===== src/rtl/if_fetch_pkg.sv =====
// Shared constants, FSM state encoding and PC helper for the instruction fetch unit.
package if_fetch_pkg;

   localparam logic [31:0] INST_NOP     = 32'h0000_0013;
   localparam logic [31:0] RESET_PC_DEF = 32'h0000_0000;

   typedef enum logic [1:0] {
      S_IDLE = 2'd0,
      S_REQ  = 2'd1,
      S_WAIT = 2'd2,
      S_SKID = 2'd3
   } state_t;

   // Sequential PC step; wraps modulo 2^32 by construction.
   function automatic logic [31:0] pc_inc(input logic [31:0] pc);
      return pc + 32'd4;
   endfunction

endpackage


===== src/rtl/if_fetch_buf.sv =====
// Output register toward if_id plus a one-entry skid that absorbs a word
// returned while the downstream stage is held.
module if_fetch_buf
   import if_fetch_pkg::*;
(
   input  logic        clk,
   input  logic        rst,
   input  logic        flush,
   input  logic        hold,
   input  logic        wr_en,
   input  logic [31:0] wr_inst,
   input  logic [31:0] wr_addr,
   output logic [31:0] inst,
   output logic [31:0] inst_addr,
   output logic        inst_valid,
   output logic        slot_free,
   output logic        skid_valid
);

   logic        consume;
   logic [31:0] skid_inst;
   logic [31:0] skid_addr;

   assign consume   = inst_valid && !hold;
   assign slot_free = !inst_valid || consume;

   // Priority: flush, new memory data, skid drain, plain consume.
   always_ff @(posedge clk or posedge rst) begin
      if (rst) begin
         inst       <= INST_NOP;
         inst_addr  <= 32'h0;
         inst_valid <= 1'b0;
         skid_valid <= 1'b0;
         skid_inst  <= INST_NOP;
         skid_addr  <= 32'h0;
      end else if (flush) begin
         inst       <= INST_NOP;
         inst_valid <= 1'b0;
         skid_valid <= 1'b0;
      end else if (wr_en) begin
         if (slot_free) begin
            inst       <= wr_inst;
            inst_addr  <= wr_addr;
            inst_valid <= 1'b1;
         end else begin
            skid_inst  <= wr_inst;
            skid_addr  <= wr_addr;
            skid_valid <= 1'b1;
         end
      end else if (skid_valid && slot_free) begin
         inst       <= skid_inst;
         inst_addr  <= skid_addr;
         inst_valid <= 1'b1;
         skid_valid <= 1'b0;
      end else if (consume) begin
         inst       <= INST_NOP;
         inst_valid <= 1'b0;
      end
   end

endmodule


===== src/rtl/if_fetch.sv =====
// Instruction fetch: owns the PC, single-outstanding req/gnt/rvalid fetches.
// Define IF_MISALIGN_EN to word-align jump targets and pulse misalign_o.
module if_fetch
   import if_fetch_pkg::*;
#(
   parameter logic [31:0] RESET_PC = RESET_PC_DEF
) (
   input  logic        clk,
   input  logic        rst,
   input  logic        jump_flag_i,
   input  logic [31:0] jump_addr_i,
   input  logic        hold_flag_i,
   output logic        imem_req_o,
   output logic [31:0] imem_addr_o,
   input  logic        imem_gnt_i,
   input  logic        imem_rvalid_i,
   input  logic [31:0] imem_rdata_i,
   output logic [31:0] inst_o,
   output logic [31:0] inst_addr_o,
   output logic        inst_valid_o,
   output state_t      dbg_state
`ifdef IF_MISALIGN_EN
   ,output logic       misalign_o
`endif
);

   // Handshake: a request is accepted on a cycle with imem_req_o && imem_gnt_i;
   // its data arrives later on one imem_rvalid_i cycle; rvalid outside S_WAIT is ignored.

   state_t      state_q, state_d;
   logic [31:0] pc_q, pc_d;
   logic [31:0] req_addr_q, req_addr_d;
   logic        discard_q, discard_d;
   logic        wr_en;
   logic        slot_free;
   logic        skid_valid;
   logic [31:0] jump_tgt;

`ifdef IF_MISALIGN_EN
   assign jump_tgt = {jump_addr_i[31:2], 2'b00};

   always_ff @(posedge clk or posedge rst) begin
      if (rst) misalign_o <= 1'b0;
      else     misalign_o <= jump_flag_i && (jump_addr_i[1:0] != 2'b00);
   end
`else
   assign jump_tgt = jump_addr_i;
`endif

   always_ff @(posedge clk or posedge rst) begin
      if (rst) begin
         state_q    <= S_IDLE;
         pc_q       <= RESET_PC;
         req_addr_q <= RESET_PC;
         discard_q  <= 1'b0;
      end else begin
         state_q    <= state_d;
         pc_q       <= pc_d;
         req_addr_q <= req_addr_d;
         discard_q  <= discard_d;
      end
   end

   always_comb begin
      state_d    = state_q;
      pc_d       = pc_q;
      req_addr_d = req_addr_q;
      discard_d  = discard_q;
      wr_en      = 1'b0;
      if (jump_flag_i) pc_d = jump_tgt;
      case (state_q)
         S_IDLE: state_d = S_REQ;
         S_REQ: begin
            if (imem_gnt_i) begin
               state_d = S_WAIT;
               // A grant coinciding with a jump fetches the old PC; its data must die.
               if (jump_flag_i) begin
                  discard_d = 1'b1;
               end else begin
                  req_addr_d = pc_q;
                  pc_d       = pc_inc(pc_q);
               end
            end
         end
         S_WAIT: begin
            if (imem_rvalid_i) begin
               discard_d = 1'b0;
               if (jump_flag_i || discard_q) begin
                  state_d = S_REQ;
               end else begin
                  wr_en   = 1'b1;
                  state_d = slot_free ? S_REQ : S_SKID;
               end
            end else if (jump_flag_i) begin
               discard_d = 1'b1;
            end
         end
         S_SKID: begin
            if (jump_flag_i || slot_free) state_d = S_REQ;
         end
         default: state_d = S_IDLE;
      endcase
   end

   assign imem_req_o  = (state_q == S_REQ);
   assign imem_addr_o = pc_q;
   assign dbg_state   = state_q;

   if_fetch_buf u_buf (
      .clk        (clk),
      .rst        (rst),
      .flush      (jump_flag_i),
      .hold       (hold_flag_i),
      .wr_en      (wr_en),
      .wr_inst    (imem_rdata_i),
      .wr_addr    (req_addr_q),
      .inst       (inst_o),
      .inst_addr  (inst_addr_o),
      .inst_valid (inst_valid_o),
      .slot_free  (slot_free),
      .skid_valid (skid_valid)
   );

endmodule


===== config.mk =====
export PLATFORM = sky130hd
export DESIGN_NAME = if_fetch
export DESIGN_NICKNAME = d
export VERILOG_FILES = /design/src/rtl/if_fetch_pkg.sv /design/src/rtl/if_fetch_buf.sv /design/src/rtl/if_fetch.sv
export SDC_FILE = /design/constraint.sdc
export NUM_CORES = 1
export LEC_CHECK = 0
export BUFFER_PORTS_ARGS = -buffer_cell sky130_fd_sc_hd__buf_4
export CAP_MARGIN = 25
export CORE_MARGIN = 1.5
export CORE_UTILIZATION = 55
export DETAILED_ROUTE_END_ITERATION = 10
export GPL_TIMING_DRIVEN = 0
export HOLD_SLACK_MARGIN = 0.02
export PLACE_DENSITY = 0.79
export SYNTH_ARGS = -nofsm -noshare
export SYNTH_HDL_FRONTEND = slang
export SYNTH_HIERARCHICAL = 1
export SYNTH_SLANG_ARGS = --single-unit
export TNS_END_PERCENT = 30

===== constraint.sdc =====
create_clock -name clk -period 10.25 [get_ports clk]
set_clock_uncertainty 0.05 [all_clocks]
set_input_delay 2.05 -clock clk [delete_from_list [all_inputs] [get_ports clk]]
set_output_delay 2.05 -clock clk [all_outputs]
set_load 0.1 [all_outputs]

* Word level (Yosys, flattened, before mapping)
Index checks and enable logic that the tools add are counted.
** Operators by class
- Bitwise gates (word level) :: 2
- Reduce and logical (&&, ||, !) cells :: 19
- Muxes and demuxes :: 34
- Equal/unequal tests :: 9
- $add $sub $neg :: 1
** Operators with widths (number)
- 32-bit two-way mux :: 12
- 32-bit by 3-bit adder with 32-bit output (second input constant) :: 1
- 1-bit two-way mux :: 15
- 3-bit AND reduction :: 4
- 2-bit two-way mux :: 5
- 2-bit case mux with 4 select lines :: 1
- 2-bit != test (second input constant) :: 3
- 3-bit != test (second input constant) :: 2
- 2-bit AND reduction :: 3
- 2-bit == test (second input constant) :: 2
- 2-bit nonzero test :: 2
- 4-bit nonzero test :: 1
- 1-bit logical OR :: 3
- 3-bit nonzero test :: 1
- 2-bit by 1-bit == test with 1-bit output (second input constant) :: 1
- 1-bit logical AND :: 2
- 1-bit logical NOT :: 2
- 2-bit logical NOT :: 1
- 2-bit by 1-bit != test with 1-bit output (second input constant) :: 1
- 1-bit NOT :: 2
- 1-bit case mux with 2 select lines :: 1
** Word-level totals
- Input bits :: 70
- Flip-flop bits (word level) :: 197
- Word-level logic and storage cells :: 75
- Output and inout bits :: 100

* Longest topological paths before layout
- Word-level depth :: 7
- Gate-level depth with buffers :: 9
- Depth with buffers taken out :: 7

* Cells and area by module
Netlist, hierarchy kept.
** Modules (own cells, without submodules)
- if_fetch_buf :: times used 1, cells each 362, seq. area each 3260.6 um^2, area an instance 5589.1 um^2
- if_fetch :: times used 1, cells each 321, seq. area each 1676.6 um^2, area an instance 3373.2 um^2

* Worst setup path after synthesis
OpenSTA, ideal clock, no wires.
- Path type :: input to register
- From :: in jump_flag_i
- To :: reg u_buf.inst_addr[10]
- Slack :: 6201 ps
- Setup time :: 125 ps
- Required time :: 10075 ps
- Data arrival time :: 3874 ps
- Cell stages on the path :: 7
- Path buffers :: 4
- Path through :: clkbuf_1 > clkbuf_1 > nor3_1 > buf_2 > buf_2 > mux2_2 > mux2_2
** Between the ends
- Cells in the longest elaborated chain, start to end :: 6
- Elaborated cells between the ends (all ways) :: 9
- Those cells by class :: 1 x eq/ne; 4 x mux; 1 x bitwise; 3 x reduce/logical
** RTL lines
- start, declared :: line if_fetch.sv:10 : input logic jump_flag_i,
- 1-bit logical OR (*) :: line if_fetch.sv:88 : if (jump_flag_i || discard_q) begin
- 1-bit two-way mux (*) :: line if_fetch.sv:88
- 1-bit two-way mux (*) :: line if_fetch.sv:86 : if (imem_rvalid_i) begin
- 1-bit two-way mux (*) :: line if_fetch.sv:71 : case (state_q)
- net wr_en :: line if_fetch.sv:34 : logic wr_en;
- 2-bit != test (no line) or 2-bit nonzero test (tied branches)
- 3-bit AND reduction (no line)
- end signal, assigned :: line if_fetch_buf.sv:43 : inst_addr <= wr_addr;
- end signal, assigned :: line if_fetch_buf.sv:52 : inst_addr <= skid_addr;
- end, declared :: line if_fetch_buf.sv:14 : output logic [31:0] inst_addr,
Mark *: on every way through the listed nets, which the timed path passes. The rest lies on a longest branch.
A chain may end at the register's enable or synchronous reset.

* Final worst setup path
- From :: in jump_flag_i
- To :: reg u_buf.inst_addr[13]
The elaborated chain is that of the path after synthesis.

==> results.md <==
- Status: complete, no violations
- Clock slew at reported path FFs: 0.07 ns
- Ys flop type: dfrtp_1
- Worst Path Required: 10.51 ns
- Final ANT Viol Nets: 0
- Final Cycle Share: 44.9%
- Mux cell area share after synthesis: 23.4%
- F_max: 0.217 GHz
- Slew Limit Fails: 0
- I/O Buffers: 168
- Area Growth Syn to Fin: 23.8%
- Reg2Reg Setup Slack: 7.28 ns
- Number of global-route vias before repair: 6585
- Setup crit end kind: flip-flop
- Yosys cell types: 52
- Max-cap violation count: 0
- Hold Path Stages: 1
- CTS buffer count: 17
- DP HPWL: 15.5 mm
- Worst reg2reg endpoint: u_buf/inst_addr[13]$_DFFE_PP0P_
- First-pass GRT wire length: 33.8 mm
- Most frequent cells in the layout: dfrtp_1 (191), buf_4 (173), mux2_2 (154)
- Fin crit period: 4.60 ns
- Setup crit start kind: input port
- Largest family of logic cells by synthesized area: multiplexers
- CTS max path bufs: 2
- # nets final: 946
- 1st-iter DRT viols: 514
- Die Ht: 131 µm
- Commonest non-fill, non-tap cell in the layout: dfrtp_1
- Crit path DAT: 4.87 ns
- R2R depth: 8
- Hold wc startpoint: u_buf/inst_addr[19]$_DFFE_PP0P_
- WL per Instance: 19.5 µm
- CTS tree: yes
- RSZ-0062 raised after global routing: no
- H-tree levels: 4
- Number of synthesized flops with an enable pin: 0
- CTS resizes: 0
- Crit-path max FO: 10
- Root buffer cell: clkbuf_16
- Post-Syn Instances: 683
- Synth Cell Area: 8960 µm²
- RR Startpoint: dbg_state[0]$_DFFE_PP0P_
- HP Class: reg2reg
- Diode count: 0
- Max_slew headroom: 41.0%
- Vias: 6398
- Crit path kind: in2reg
- Post-synthesis compound-gate area fraction: 7.72%
- Rows: 46
- Register area share after synthesis: 55.1%
- Hold buffer count at CTS: 0
- Worst slew pin tran: 0.877 ns
- Cell Pwr Density: 184 nW/µm²
- Simple-Gate Fraction of Synth Area: 8.15%
- Initial antenna violation count: 0
- Syn avg cell area: 13.1 µm²
- Sink Count: 197
- Cells after DPL: 1068
- Syn Nets: 758
- # fillers: 1174
- Ys async rst share: 100%
- Xor and xnor area share after synthesis: 1.07%
- Largest net degree at the start of global routing: 87
- Leak: 5.27 nW
- Clk_lat worst skew: 0.43 ns
- DIE WIDTH: 131 µm
- Non-filler cells, final: 1099
- Gpl congestion: 0.872
- CORE AREA: 15900 µm²
- Syn. warnings: 6
- Fin Setup TNS: 0 ns
- Peak VDD IR: 0.212 mV
- Post-synthesis adder-cell area fraction: 0.698%
- Post-CTS Setup Bufs: 0
- Post-Route WL: 21.4 mm
- Grt total ovfl: 0
- Vias per cell: 5.82
- Initial Utilization: 56.4%
- First drt pass iteration count: 5
- Detailed-route DRC error count: 0
- Synth Register Bits: 197
- Top Ports: 170
- Die Area: 17100 µm²
- Min Hold Slack: 0.438 ns
- GRT Overall Usage: 26.0%
- Final Hold Fails: 0
- Layout cell share with drive strength beyond 1: 45.5%
- Final setup violation count: 0
- End of the worst hold path: u_buf/inst_addr[19]$_DFFE_PP0P_
## final cells by class
class	instances	area, µm²	area share (%)
well taps	216	270	2.44
flip-flops and latches	197	4940	44.5
clock inverters	10	106	0.959
inverters	16	67.6	0.609
plain buffers	42	285	2.57
multi-input cells	428	3680	33.2
repair buffers	169	1290	11.6
clock buffers	21	460	4.15
## metal layers
layer	up-vias	track usage, %	routed length [µm]
li1	2882	-	-
met3	42	4.89	1480
met5	-	0	0
met4	0	9.44	412
met2	285	43.4	10500
met1	3189	34.2	9070
## worst max path at each step
stage          slack [ns]                         endpoint  cells after the start         from
6_report             5.65  u_buf/inst_addr[13]$_DFFE_PP0P_                      8  jump_flag_i
5_1_grt              5.54  u_buf/inst_addr[13]$_DFFE_PP0P_                      8  jump_flag_i
4_1_cts              5.69  u_buf/inst_addr[13]$_DFFE_PP0P_                      8  jump_flag_i
3_5_place_dp         5.24  u_buf/inst_addr[12]$_DFFE_PP0P_                      8  jump_flag_i
3_3_place_gp         3.42  u_buf/inst_addr[20]$_DFFE_PP0P_                      2          rst
2_1_floorplan        4.69       u_buf/inst[10]$_DFFE_PP0P_                      1          rst
## per-stage QoR
step | cell area, µm² | util (%) | total power [mW] | setup slack, ns
4_1_cts | 11100 | 69.8 | 2.05 | 5.69
6_report | 11100 | 69.8 | 2.04 | 5.65
3_5_place_dp | 10500 | 66.3 | 1.40 | 5.24
5_1_grt | 11100 | 69.8 | 2.11 | 5.54
3_3_place_gp | 10500 | 66.1 | 1.38 | 3.42
2_1_floorplan | 8960 | - | 1.27 | 4.69
## report_power, final
| group | internal, mW | total (mW) | switching, mW |
|---|---|---|---|
| clock | 0.369 | 0.648 | 0.279 |
| combinational | 0.148 | 0.441 | 0.294 |
| sequential | 0.863 | 0.948 | 0.0848 |
## Yosys cell counts (7+ instances only)
cell type | number | area (µm²)
a31oi_1 | 8 | 50.1
buf_2 | 8 | 40.0
buf_6 | 13 | 146
clkbuf_1 | 15 | 56.3
dfrtp_1 | 191 | 4780
inv_1 | 16 | 60.1
mux2_2 | 154 | 1730
mux2i_1 | 33 | 330
nand2_1 | 35 | 131
nand3_1 | 17 | 85.1
nand4_1 | 11 | 68.8
nor2_1 | 15 | 56.3
o21ai_0 | 20 | 100
o2bb2ai_1 | 29 | 254
o31ai_1 | 11 | 82.6
or2_2 | 7 | 43.8
## critical path, stage by stage
cell	delay, ns
buf_4	0.16
clkbuf_1	0.27
clkbuf_1	0.32
nor3_1	0.70
buf_2	0.39
buf_2	0.30
mux2_2	0.39
mux2_2	0.27
## registers in the layout, indices dropped and copies added, names as in the netlist
signal            cells
dbg_state             2
discard_q             1
imem_addr_o          32
req_addr_q           32
u_buf/inst           32
u_buf/inst_addr      32
u_buf/inst_valid      1
u_buf/skid_addr      32
u_buf/skid_inst      32
u_buf/skid_valid      1
## kinds of logic after synthesis
| group | after synthesis |
|---|---|
| flops | 197 |
| simple gates | 127 |
| fa+ha+maj | 5 |
| compound gates | 95 |
| mux | 190 |
| buf+inv | 58 |
| xor+xnor | 11 |
Note: power is estimated with default switching activity, not from simulation.
